**src/rtl/mux8_scan_ctrl.sv**
```systemverilog
// Loads a word onto an 8:1 mux, steps selects 0..7, serialises each sampled output and rebuilds the word.
// Start to IDLE takes 8*DWELL+1 cycles; start is ignored while busy or in the DONE cycle.
module mux8_scan_ctrl #(
   parameter int DWELL = 1,
   parameter int CW    = 8
) (
   input  logic       clk,
   input  logic       rst_n,
   input  logic       start,
   input  logic [7:0] data_in,
   input  logic       o,
   output logic       s0,
   output logic       s1,
   output logic       s2,
   output logic       i1,
   output logic       i2,
   output logic       i3,
   output logic       i4,
   output logic       i5,
   output logic       i6,
   output logic       i7,
   output logic       i8,
   output logic       busy,
   output logic       ser_bit,
   output logic       ser_valid,
   output logic [7:0] cap_data,
   output logic       done,
   output logic       mismatch
);

   localparam logic [1:0] ST_IDLE = 2'd0;
   localparam logic [1:0] ST_SCAN = 2'd1;
   localparam logic [1:0] ST_DONE = 2'd2;

   localparam logic [CW-1:0] DWELL_M1 = CW'(DWELL - 1);

   logic [1:0]    r_state;
   logic [2:0]    r_index;
   logic [CW-1:0] r_dwell;
   logic [7:0]    r_load;
   logic [7:0]    r_cap;
   logic          r_busy;
   logic          r_ser_bit;
   logic          r_ser_vld;
   logic          r_done;
   logic          r_mis;

   logic          w_last;
   logic [7:0]    w_cap_nxt;

   assign w_last = (r_dwell == DWELL_M1);

   // Captured word including the bit sampled this cycle, so the final compare sees bit 7.
   always_comb begin
      w_cap_nxt          = r_cap;
      w_cap_nxt[r_index] = o;
   end

   always_ff @(posedge clk) begin
      if (!rst_n) begin
         r_state   <= ST_IDLE;
         r_index   <= 3'd0;
         r_dwell   <= '0;
         r_load    <= 8'd0;
         r_cap     <= 8'd0;
         r_busy    <= 1'b0;
         r_ser_bit <= 1'b0;
         r_ser_vld <= 1'b0;
         r_done    <= 1'b0;
         r_mis     <= 1'b0;
      end else begin
         r_ser_vld <= 1'b0;
         r_done    <= 1'b0;
         case (r_state)
            ST_IDLE: begin
               if (start) begin
                  r_load  <= data_in;
                  r_index <= 3'd0;
                  r_dwell <= '0;
                  r_cap   <= 8'd0;
                  r_mis   <= 1'b0;
                  r_busy  <= 1'b1;
                  r_state <= ST_SCAN;
               end
            end
            ST_SCAN: begin
               if (w_last) begin
                  r_dwell   <= '0;
                  r_cap     <= w_cap_nxt;
                  r_ser_bit <= o;
                  r_ser_vld <= 1'b1;
                  if (r_index == 3'd7) begin
                     r_state <= ST_DONE;
                     r_done  <= 1'b1;
                     r_busy  <= 1'b0;
                     r_mis   <= (w_cap_nxt != r_load);
                  end else begin
                     r_index <= r_index + 3'd1;
                  end
               end else begin
                  r_dwell <= r_dwell + CW'(1);
               end
            end
            ST_DONE: r_state <= ST_IDLE;
            default: r_state <= ST_IDLE;
         endcase
      end
   end

   assign {s0, s1, s2} = r_index;
   assign {i8, i7, i6, i5, i4, i3, i2, i1} = r_load;
   assign busy      = r_busy;
   assign ser_bit   = r_ser_bit;
   assign ser_valid = r_ser_vld;
   assign cap_data  = r_cap;
   assign done      = r_done;
   assign mismatch  = r_mis;

endmodule
```
**config.mk**
```make
export PLATFORM = sky130hd
export DESIGN_NAME = mux8_scan_ctrl
export DESIGN_NICKNAME = d
export VERILOG_FILES = /design/src/rtl/mux8_scan_ctrl.sv
export SDC_FILE = /design/constraint.sdc
export NUM_CORES = 1
export LEC_CHECK = 0
export CORE_UTILIZATION = 30
export CTS_CLUSTER_SIZE = 12
export DETAILED_ROUTE_END_ITERATION = 8
export GPL_ROUTABILITY_DRIVEN = 1
export PLACE_DENSITY = 0.52
export SETUP_SLACK_MARGIN = 0.02
export SLEW_MARGIN = 5
export SYNTH_ARGS = -nofsm -noshare
export SYNTH_HDL_FRONTEND = slang
export SYNTH_SLANG_ARGS = --single-unit
```
**constraint.sdc**
```tcl
create_clock -name clk -period 3.2 [get_ports clk]
set_clock_uncertainty 0.2 [all_clocks]
set_input_delay 0.48 -clock clk [delete_from_list [all_inputs] [get_ports clk]]
set_output_delay 0.48 -clock clk [all_outputs]
set_load 0.005 [all_outputs]
```
==> flow_metrics.env <==
export IMPL_layout_nets=262
export IMPL_hold_path_class="flop to flop"
export IMPL_num_vias=1600
export IMPL_ctsLongestPathBuffers=2
export IMPL_postCtsSetupBuffers=0
export IMPL_final_hold_viol_count=0
export IMPL_drc=1
export IMPL_grt_pass1_vias=1462
export IMPL_finalSetupViolCount=0
export IMPL_start_util_pct=31.0
export IMPL_ir_drop_mv=0.186
export IMPL_ant_nets=0
export IMPL_rsz0062_at_grt="no"
export IMPL_cp_end_kind="flop"
export IMPL_relSlewSlack_pct=44.5
export IMPL_insertion_delay_ps=290
export IMPL_drv_slew=0
export IMPL_yosysTopAreaCell="dfxtp_1"
export IMPL_violations="DRC"
export IMPL_hpwl_mm=3.14
export IMPL_drive_above_1_share_pct=7.69
export IMPL_cts_buffers=5
export IMPL_p_sw_uw=233
export IMPL_finalSetupTns_ps=0
export IMPL_tightest_slew_ps=825
export IMPL_io_pins=36
export IMPL_wirelength_mm=4.47
export IMPL_status="complete, but fails checks"
export IMPL_clkPwrFrac_pct=40.1
export IMPL_placedCellCount=314
export IMPL_reg2reg_depth=6
export IMPL_fp_dieW_microns=79.9
export IMPL_yosys_warnings=0
export IMPL_synthTopCellsByArea="dfxtp_1 (37%), nand2_1 (6.0%), a21boi_0 (5.8%), o21ai_0 (4.9%), nor2_1 (3.5%)"
export IMPL_fin_crit_sh_pct=77.8
export IMPL_power_leakage_uw=0.000844
export IMPL_cts_tree="yes"
export IMPL_grt_pass1_wl_mm=7.27
export IMPL_max_cap_violations=0
export IMPL_ys_seq_area_share_pct=37.4
export IMPL_io_buffers=35
export IMPL_power_total_uw=947
export IMPL_cts_resized=0
export IMPL_p_comb_share_pct=12.2
export IMPL_vias_per_cell=4.97
export IMPL_postCtsHoldBufs=0
export IMPL_clockRootBuffer="clkbuf_8"
export IMPL_netlist_area_leader_share_pct=37.4
export IMPL_n_antenna_cell=0
export IMPL_whs_ps=298
export IMPL_grt_ovfl_total=0
export IMPL_die_area_sq_mm=0.00639
export IMPL_cts_sinks=34
export IMPL_gp_congestion=0.817
export IMPL_synthToLayoutAreaGrowth_pct=28.2
export IMPL_hold_path_depth=2
export IMPL_p_seq_share_pct=47.7
export IMPL_antenna_found_initial=0
export IMPL_grt_max_degree=24
export IMPL_critPathLaunchType="flop"
export IMPL_htree_levels=2
export IMPL_crit_arrival_ps=2510
export IMPL_critPathMaxFanout=12
export IMPL_cp_required_ps=3230
export IMPL_switching_share_pct=24.6
export IMPL_core_rowCount=28
export IMPL_clkTransAtPathRegs_ps=70
export IMPL_ys_types=47
export IMPL_power_internal_uw=714
export IMPL_power_density_mw_per_mm2=406
export IMPL_post_drt_wl_per_cell_microns=13.9
export IMPL_synth_seq_cells=34
export IMPL_grt_use_total_pct=15.1
export IMPL_drt_iter0_markers=111
export IMPL_core_area_sq_mm=0.00589
export IMPL_fin_crit_ps=2490
export IMPL_final_cells=322
export IMPL_syn_area_per_cell_sq_um=8.55
export IMPL_synth_net_count=229
export IMPL_first_pass_iters=6
export IMPL_worstSetupPathType="flop to flop"
export IMPL_die_y_microns=79.9
export IMPL_synthCells=213
export IMPL_max_freq_mhz=402
export IMPL_synthesis_area_sq_mm=0.00182
==> path summary, 6_finish.rpt <==
path | from | to | slack [ps]
max | r_index[0] | mismatch | 710
min | cap_data[4] | cap_data[4] | 300
max reg2reg | r_index[0] | mismatch | 710
min reg2reg | cap_data[4] | cap_data[4] | 300
==> cells by family after synthesis <==
family | synth area share [%]
buf+inv | 4.12
mux | 3.91
simple gates | 28.4
fa+ha+maj | 2.75
compound gates | 21.1
xor+xnor | 2.40
flops | 37.4
==> power groups by stage <==
stage / sequential [uW] / clock (uW) / combinational (uW)
after floorplan: 454 / 0 / 68.1
after global placement: 461 / 0 / 116
after detailed placement: 461 / 0 / 117
after CTS: 451 / 397 / 117
after global routing: 454 / 418 / 127
final: 451 / 380 / 115
==> per-stage QoR <==
| step | utilization, % | worst slack [ps] | area [sq um] |
|---|---|---|---|
| after floorplan | - | 1220 | 1820 |
| after global placement | 37.8 | 768 | 2220 |
| after detailed placement | 37.8 | 768 | 2220 |
| after CTS | 39.7 | 763 | 2330 |
| after global routing | 39.7 | 546 | 2330 |
| final | 39.7 | 712 | 2330 |
==> synthesized netlist by cell type, drive strengths merged <==
library cell / instances
a2111oi: 1
a21boi: 22
a222oi: 1
a22oi: 2
a31oi: 2
a32o: 1
a41o: 1
and2: 4
and2b: 2
and3: 2
and3b: 5
and4: 1
buf: 5
clkbuf: 6
dfxtp: 34
ha: 4
inv: 5
mux2: 1
mux2i: 6
nand2: 29
nand2b: 2
nand3: 3
nor2: 17
nor2b: 7
nor3: 3
nor3b: 6
nor4: 3
nor4b: 1
o21a: 1
o21ai: 19
o22ai: 1
o311a: 3
o32a: 1
or3: 3
or3b: 2
or4: 1
or4b: 1
xnor2: 3
xor2: 2
==> per-layer routing <==
| layer | vias to the layer above | share of wire, % | track usage, % |
|---|---|---|---|
| li1 | 821 | - | - |
| met1 | 741 | 53 | 20.0 |
| met2 | 30 | 42 | 22.4 |
| met3 | 8 | 2.6 | 3.43 |
| met4 | 0 | 2.3 | 8.57 |
| met5 | - | 0 | 0 |
==> critical path, cell delays in order (launching register included) <==
cell	delay (ps)
dfxtp_1	600
ha_1	240
ha_1	220
nand2_1	110
nor4_1	650
o21ai_0	230
a31oi_1	180
==> registers in the layout, summed over array words and instances (netlist names) <==
name / cells
ser_bit: 1
done: 1
cap_data: 8
mismatch: 1
r_load: 8
r_index: 3
r_dwell: 8
r_state: 2
ser_valid: 1
busy: 1
==> placed cells by master (no fill, tap or decap), types with 2 or more instances in the layout <==
master,count
and2b_1,2
nand3_1,3
or3_1,3
mux2i_1,6
dfxtp_1,34
nor2_1,17
clkdlybuf4s50_1,35
nor2b_1,7
a22oi_1,2
clkbuf_8,8
ha_1,4
a21boi_0,14
a31oi_1,2
o21ai_0,18
nor4_1,3
a21boi_1,8
buf_4,2
and2_1,4
or3b_2,2
xor2_1,2
and3b_1,5
nand2_1,29
xnor2_1,3
nor3b_1,5
inv_1,5
o311a_1,3
nand2b_1,2
==> area by class of cell <==
class,count,area (sq um)
inverter,5,18.8
sequential,34,681
multi-input combinational,163,1070
timing repair buffer,37,365
fill,619,3550
tap,75,93.8
clock buffer,8,110
(Power assumes the default switching activity.)
